### src/rtl/uart_pkg.sv
// -----------------------------------------------------------------------------
// uart_pkg
// Shared definitions for the parametrised UART receiver and transmitter:
//   - uart_state_e : receive/transmit frame FSM states
//   - MIN_PRESCALE : smallest oversample ratio the bit timing supports
//   - parity_bit() : expected parity bit for a payload (even/odd selectable)
// -----------------------------------------------------------------------------
package uart_pkg;

  typedef enum logic [2:0] {
    ST_IDLE   = 3'd0,
    ST_START  = 3'd1,
    ST_DATA   = 3'd2,
    ST_PARITY = 3'd3,
    ST_STOP   = 3'd4
  } uart_state_e;

  // Three samples around mid-bit need at least 4 clocks per bit.
  localparam int MIN_PRESCALE = 4;

  // Widest payload the parity helper accepts; narrower payloads are
  // zero-extended, which leaves the XOR unchanged.
  localparam int PAR_MAX_W = 16;

  // Expected parity bit: 0 = even (total ones even), 1 = odd.
  function automatic logic parity_bit(input logic [PAR_MAX_W-1:0] data,
                                      input logic                 par_typ);
    return (^data) ^ par_typ;
  endfunction

endpackage

### src/rtl/uart_rx_sampler.sv
// -----------------------------------------------------------------------------
// uart_rx_sampler
// Bit-period timing for the UART receiver: edge counter, three-sample capture
// around mid-bit, majority vote and the decision/wrap strobes.
// Ports:
//   i_clk, i_rst_n : clock, async active-low reset
//   i_idle         : receiver FSM is in IDLE
//   i_rx           : synchronised serial line
//   i_ps           : latched prescale (clocks per bit)
//   o_done         : decision point (edge = PS/2+1), o_bit is valid
//   o_bit          : majority of the three samples
//   o_wrap         : last clock of the bit period (edge = PS-1)
// -----------------------------------------------------------------------------
module uart_rx_sampler
  import uart_pkg::*;
#(
  parameter int PRESCALE_WIDTH = 6
) (
  input  logic                      i_clk,
  input  logic                      i_rst_n,
  input  logic                      i_idle,
  input  logic                      i_rx,
  input  logic [PRESCALE_WIDTH-1:0] i_ps,
  output logic                      o_done,
  output logic                      o_bit,
  output logic                      o_wrap
);

  logic [PRESCALE_WIDTH-1:0] r_edge;
  logic                      r_s0;
  logic                      r_s1;

  logic [PRESCALE_WIDTH-1:0] w_half;
  logic [PRESCALE_WIDTH-1:0] w_lo;
  logic [PRESCALE_WIDTH-1:0] w_hi;
  logic                      w_last;

  assign w_half = i_ps >> 1;
  assign w_lo   = w_half - PRESCALE_WIDTH'(1);
  assign w_hi   = w_half + PRESCALE_WIDTH'(1);
  assign w_last = (r_edge == (i_ps - PRESCALE_WIDTH'(1)));

  // Edge counter and early/middle sample capture.
  always_ff @(posedge i_clk or negedge i_rst_n) begin
    if (!i_rst_n) begin
      r_edge <= '0;
      r_s0   <= 1'b1;
      r_s1   <= 1'b1;
    end else if (i_idle) begin
      // The clock that first sees the line low is edge 0 of the start bit,
      // so the first START clock is already edge 1.
      r_edge <= i_rx ? '0 : PRESCALE_WIDTH'(1);
    end else begin
      if (r_edge == w_lo) begin
        r_s0 <= i_rx;
      end
      if (r_edge == w_half) begin
        r_s1 <= i_rx;
      end
      r_edge <= w_last ? '0 : (r_edge + PRESCALE_WIDTH'(1));
    end
  end

  // Third sample is the live line at the decision point.
  assign o_bit  = (r_s0 & r_s1) | (r_s0 & i_rx) | (r_s1 & i_rx);
  assign o_done = !i_idle && (r_edge == w_hi);
  assign o_wrap = !i_idle && w_last;

endmodule

### src/rtl/uart_rx_param.sv
// -----------------------------------------------------------------------------
// uart_rx_param
// Parametrised UART receiver: majority-voted bit decisions, false-start
// rejection, optional parity, one or two stop bits, parity/framing flags.
// Ports:
//   CLK, RST        : oversampling clock, async active-low reset
//   PRESCALE        : clocks per bit (>= 4), latched at frame start
//   PAR_EN, PAR_TYP : parity present / 0 even, 1 odd (latched)
//   STOP2           : two stop bits when 1 (latched)
//   RX_IN           : asynchronous serial line, idle high
//   P_DATA          : last good payload
//   DATA_VALID      : 1-cycle pulse, P_DATA updated
//   PAR_ERR/STP_ERR : 1-cycle error pulses for a bad frame
//   BUSY            : FSM not IDLE
// -----------------------------------------------------------------------------
module uart_rx_param
  import uart_pkg::*;
#(
  parameter int DATA_WIDTH     = 8,
  parameter int PRESCALE_WIDTH = 6,
  parameter int SYNC_STAGES    = 2
) (
  input  logic                      CLK,
  input  logic                      RST,
  input  logic [PRESCALE_WIDTH-1:0] PRESCALE,
  input  logic                      PAR_EN,
  input  logic                      PAR_TYP,
  input  logic                      STOP2,
  input  logic                      RX_IN,
  output logic [DATA_WIDTH-1:0]     P_DATA,
  output logic                      DATA_VALID,
  output logic                      PAR_ERR,
  output logic                      STP_ERR,
  output logic                      BUSY
);

  localparam int BCW = $clog2(DATA_WIDTH);

  logic [SYNC_STAGES-1:0]    r_sync;
  uart_state_e               r_state;
  logic [PRESCALE_WIDTH-1:0] r_ps;
  logic                      r_par_en;
  logic                      r_par_typ;
  logic                      r_stop2;
  logic [BCW-1:0]            r_bit_cnt;
  logic [DATA_WIDTH-1:0]     r_shift;
  logic                      r_stop_idx;
  logic                      r_par_bad;
  logic                      r_stp_bad;
  logic [DATA_WIDTH-1:0]     r_p_data;
  logic                      r_valid;
  logic                      r_par_err;
  logic                      r_stp_err;

  logic w_rx;
  logic w_done;
  logic w_bit;
  logic w_wrap;
  logic w_idle;
  logic w_stp_fin;
  logic w_last_stop;

  // RX_IN synchroniser; resets to the idle (high) line level.
  always_ff @(posedge CLK or negedge RST) begin
    if (!RST) begin
      r_sync <= '1;
    end else begin
      r_sync <= {r_sync[SYNC_STAGES-2:0], RX_IN};
    end
  end

  assign w_rx   = r_sync[SYNC_STAGES-1];
  assign w_idle = (r_state == ST_IDLE);

  uart_rx_sampler #(
    .PRESCALE_WIDTH(PRESCALE_WIDTH)
  ) u_sampler (
    .i_clk  (CLK),
    .i_rst_n(RST),
    .i_idle (w_idle),
    .i_rx   (w_rx),
    .i_ps   (r_ps),
    .o_done (w_done),
    .o_bit  (w_bit),
    .o_wrap (w_wrap)
  );

  // Framing error including the stop bit being decided right now.
  assign w_stp_fin   = r_stp_bad | ~w_bit;
  assign w_last_stop = !r_stop2 || r_stop_idx;

  // Frame FSM, shift register, error tracking and registered outputs.
  always_ff @(posedge CLK or negedge RST) begin
    if (!RST) begin
      r_state    <= ST_IDLE;
      r_ps       <= '0;
      r_par_en   <= 1'b0;
      r_par_typ  <= 1'b0;
      r_stop2    <= 1'b0;
      r_bit_cnt  <= '0;
      r_shift    <= '0;
      r_stop_idx <= 1'b0;
      r_par_bad  <= 1'b0;
      r_stp_bad  <= 1'b0;
      r_p_data   <= '0;
      r_valid    <= 1'b0;
      r_par_err  <= 1'b0;
      r_stp_err  <= 1'b0;
    end else begin
      r_valid   <= 1'b0;
      r_par_err <= 1'b0;
      r_stp_err <= 1'b0;
      case (r_state)
        ST_IDLE: begin
          if (!w_rx) begin
            r_state    <= ST_START;
            r_ps       <= PRESCALE;
            r_par_en   <= PAR_EN;
            r_par_typ  <= PAR_TYP;
            r_stop2    <= STOP2;
            r_bit_cnt  <= '0;
            r_stop_idx <= 1'b0;
            r_par_bad  <= 1'b0;
            r_stp_bad  <= 1'b0;
          end
        end
        ST_START: begin
          // A start bit that votes high was noise: drop it silently.
          if (w_done && w_bit) begin
            r_state <= ST_IDLE;
          end else if (w_wrap) begin
            r_state <= ST_DATA;
          end
        end
        ST_DATA: begin
          if (w_done) begin
            r_shift[r_bit_cnt] <= w_bit;
          end
          if (w_wrap) begin
            if (r_bit_cnt == BCW'(DATA_WIDTH - 1)) begin
              r_bit_cnt <= '0;
              r_state   <= r_par_en ? ST_PARITY : ST_STOP;
            end else begin
              r_bit_cnt <= r_bit_cnt + BCW'(1);
            end
          end
        end
        ST_PARITY: begin
          if (w_done) begin
            r_par_bad <= (w_bit != parity_bit(PAR_MAX_W'(r_shift), r_par_typ));
          end
          if (w_wrap) begin
            r_state <= ST_STOP;
          end
        end
        ST_STOP: begin
          if (w_done) begin
            if (w_last_stop) begin
              // Leave at the decision point so the next start edge is caught.
              r_state <= ST_IDLE;
              if (!r_par_bad && !w_stp_fin) begin
                r_p_data <= r_shift;
                r_valid  <= 1'b1;
              end else begin
                r_par_err <= r_par_bad;
                r_stp_err <= w_stp_fin;
              end
            end else begin
              r_stp_bad <= w_stp_fin;
            end
          end else if (w_wrap) begin
            r_stop_idx <= 1'b1;
          end
        end
        default: begin
          r_state <= ST_IDLE;
        end
      endcase
    end
  end

  assign P_DATA     = r_p_data;
  assign DATA_VALID = r_valid;
  assign PAR_ERR    = r_par_err;
  assign STP_ERR    = r_stp_err;
  assign BUSY       = !w_idle;

endmodule

### config.mk
export PLATFORM = sky130hd
export DESIGN_NAME = uart_rx_param
export DESIGN_NICKNAME = d
export VERILOG_FILES = /design/src/rtl/uart_pkg.sv /design/src/rtl/uart_rx_sampler.sv /design/src/rtl/uart_rx_param.sv
export SDC_FILE = /design/constraint.sdc
export NUM_CORES = 1
export LEC_CHECK = 0
export CAP_MARGIN = 5
export CORE_MARGIN = 1.5
export CORE_UTILIZATION = 49
export DETAILED_ROUTE_END_ITERATION = 10
export GPL_TIMING_DRIVEN = 0
export HOLD_SLACK_MARGIN = 0.02
export PLACE_DENSITY = 0.81
export RECOVER_POWER = 25
export SLEW_MARGIN = 5
export SYNTH_ARGS = -nofsm -noshare
export SYNTH_HDL_FRONTEND = slang
export SYNTH_SLANG_ARGS = --single-unit
### constraint.sdc
create_clock -name CLK -period 2.81 [get_ports CLK]
set_input_delay 0.843 -clock CLK [delete_from_list [all_inputs] [get_ports CLK]]
set_output_delay 0.843 -clock CLK [all_outputs]
set_load 0.03 [all_outputs]
==> results.rst <==
.. list-table::
   :header-rows: 1

   * - Metric
     - Value
   * - Worst setup path category
     - reg2out
   * - Initial detailed-routing violation count
     - 135
   * - Worst-margin pin slew
     - 1.437 ns
   * - Clk buf depth
     - 2
   * - Number of flops mapped to enable cells by yosys
     - 0
   * - Final period utilization
     - 0.9205
   * - Area share of the largest cell type after synthesis
     - 0.3996
   * - Crit path largest cell delay
     - ~0.61 ns
   * - Post-detailed-route via-to-cell ratio
     - 5.582
   * - Class of the tightest hold or removal check
     - reg2reg
   * - Total of fill cells in the finished design
     - 434
   * - Syn nets
     - roughly 280
   * - Synth Flop Type
     - dfrtp_1
   * - Clock-pin slew on the worst setup and hold paths
     - 0.09 ns
   * - Cell at the root of the clock tree
     - clkbuf_8
   * - List of most frequent post-synthesis cells
     - 43 x dfrtp_1, 29 x nand2_1, 20 x xnor2_1, 15 x o31ai_1, 13 x xor2_1
   * - Buffers on Ports
     - 23
   * - Number of nets still failing antenna checks after routing
     - 0
   * - Layout overhead on the synthesized area
     - 17.61%
   * - Max Clk Rate
     - about 0.39 GHz
   * - Placement Cell Area
     - 3033 um^2
   * - Final setup fails
     - 0
   * - Wirelength, routed
     - 5507 um
   * - Sequential-to-total area share from yosys stat
     - 0.4387
   * - Critical Path Source Type
     - flop
   * - Die W
     - ~77 um
   * - Total number of vias
     - 2,004
   * - Routability Congestion
     - 0.8256
   * - Diode count
     - 0
   * - WP data required
     - 1.97 ns
   * - Initial core utilization
     - 0.5173
   * - Total routing resource utilization after global routing
     - 0.2043
   * - # IOs
     - 24
   * - Number of hold violations in the final report
     - 0
   * - Worst-path maximum fanout
     - 6
   * - Unrepaired setup endpoints after global routing
     - false
   * - Global-route wire length before repair
     - 9653 um
   * - Core area
     - 5205 um^2
   * - Ratio of cells with drive above 1 in the final layout
     - 0.1730
   * - Maximum number of pins on one net before global-route repair
     - 26
   * - Peak VDD IR
     - 581.8 uV
   * - Setup Skew
     - roughly 0.0068 ns
   * - Most frequent cell after synthesis
     - dfrtp_1
   * - Async set-reset flop share out of synthesis
     - 1.000
   * - Antenna violations before repair
     - 0
   * - Clock sink total
     - 47
   * - Yosys cell types
     - 54
   * - Vias in the first global route
     - 1,981
   * - Cell row count
     - 26
   * - Post-route DRC violation count
     - 0
   * - Dominant cells by area after synthesis
     - dfrtp_1 40%, xnor2_1 6.5%, mux2_2 5.0%
   * - Total congestion overflow
     - 0
   * - Endpoint type of the worst setup path
     - primary output
   * - TritonCTS clock tree
     - yes
   * - Normalized max-slew margin
     - 0.04225
   * - Number of optimization iterations in the first detailed-route pass
     - 4
   * - Latest clock arrival within the worst-skew pair
     - 0.30 ns
   * - Yosys Warn Count
     - 0
   * - Slowest-stage cell, CP
     - clkdlybuf4s50_1
   * - LEAKAGE
     - roughly 1.3 nW
   * - Full die area
     - 5949 um^2
   * - Count of state elements after synthesis
     - 47
   * - Number of hold buffers added after cts
     - 0
   * - Dpl hpwl
     - 4071 um
   * - Number of slew-limit violations in the final report
     - 0
   * - Pwr/cell area
     - 933.8 nW/um^2
   * - Outcome
     - complete, no violations
   * - Largest area contributor in the synthesized netlist
     - dfrtp_1
   * - Critical Path AT
     - 1.74 ns
   * - Routed length per placed instance
     - 15.34 um
   * - Synthesized instance count
     - 256
   * - Netlist Area Pre-Place
     - 2693 um^2
   * - Final net count
     - 307
   * - Number of buffers inserted during clock tree synthesis
     - 5
   * - Post-route cell area
     - 3167 um^2
   * - Die outline height
     - 77.13 um
   * - Avg Synthesized Cell Area
     - 10.52 um^2
   * - Overall power after layout
     - 2.957 mW
   * - Number of maximum-capacitance violations
     - 0
   * - H-tree depth reported by CTS
     - 2
   * - Crit path cell chain
     - nor3_4, inv_1, clkdlybuf4s50_1
   * - Time the final worst path needs with I/O delays and setup
     - 2.587 ns
final timing paths:
kind | start | cells after the start | slack [ns] | endpoint
worst max register to register | r_ps[1] | 8 | 0.33 | r_state[0]
max in group asynchronous | RST | 1 | 1.12 | r_par_en
min in group asynchronous | RST | 1 | 0.86 | r_ps[2]
worst min register to register | r_sync[0] | 0 | 0.36 | r_sync[1]
worst min-delay path | r_sync[0] | 0 | 0.36 | r_sync[1]
worst max-delay path | r_state[2] | 3 | 0.22 | BUSY
final cells by class:
class,count,area (um^2),share of cell area
Sequential cell,47,1181,0.3730
Inverter,9,33.78,0.01067
Timing Repair Buffer,25,259.0,0.08179
Tap cell,70,87.58,0.02766
Clock inverter,2,38.79,0.01225
Buffer,12,82.58,0.02608
Multi-Input combinational cell,188,1401,0.4425
Clock buffer,6,82.58,0.02608
kinds of logic after synthesis:
group | share of synthesized area
flops | 0.4387
mux | 0.06134
fa+ha+maj | 0.03253
buf+inv | 0.04321
simple gates | 0.2012
compound gates | 0.1055
xor+xnor | 0.1176
critical path: cells and delay by family (launching register included):
kind,cells,cell delay (ns)
AND/OR/NAND/NOR,1,0.26
flip-flops,1,0.46
buffers and inverters,2,0.73
repair_timing:
| action | in CTS | in global routing |
|---|---|---|
| hold endpoints to repair | 0 | 0 |
| resized for setup | 1 | 0 |
| endpoints found under the setup margin | 1 | 0 |
| buffers inserted | 1 | 0 |
flip-flops by register name (all words and copies together) (netlist names), 2 cells and up:
name and flops:
r_shift 8, r_bit_cnt 3, r_state 3, r_ps 6, r_sync 2, P_DATA 8, u_sampler.r_edge 6
routing by layer:
layer  track usage  wire length (um)  vias up
li1              -                 -      974
met1        0.2797              2533      962
met2        0.3167              2576       51
met3       0.03810               212       17
met4       0.08727               184        0
met5             0                 0        -
placed cells by master, fill, tap and decap left out, drive strengths merged, types with 11 or more instances in the layout:
cell	count
xnor2	21
mux2	12
nor2	11
nor3	12
dfrtp	43
xor2	13
buf	12
nand2	30
o31ai	15
clkdlybuf4s50	21
stage by stage:
stage	setup TNS [ns]	std cells	hold WS (ns)	setup WS [ns]	utilization
2_1_floorplan	0	256	0.3452	0.7551	-
3_3_place_gp	-17.59	349	0.3461	-0.4118	0.5784
3_5_place_dp	0	350	0.3476	0.1129	0.5827
4_1_cts	0	359	0.3607	0.2334	0.6087
5_1_grt	0	359	0.3639	0.1087	0.6084
6_report	0	359	0.3603	0.2234	0.6084
power breakdown:
group / switching, mW / internal [mW]
sequential: 0.159 / 0.832
combinational: 0.818 / 0.622
clock: 0.234 / 0.293
total: 1.21 / 1.75
Note: power is estimated with default switching activity, not from simulation.
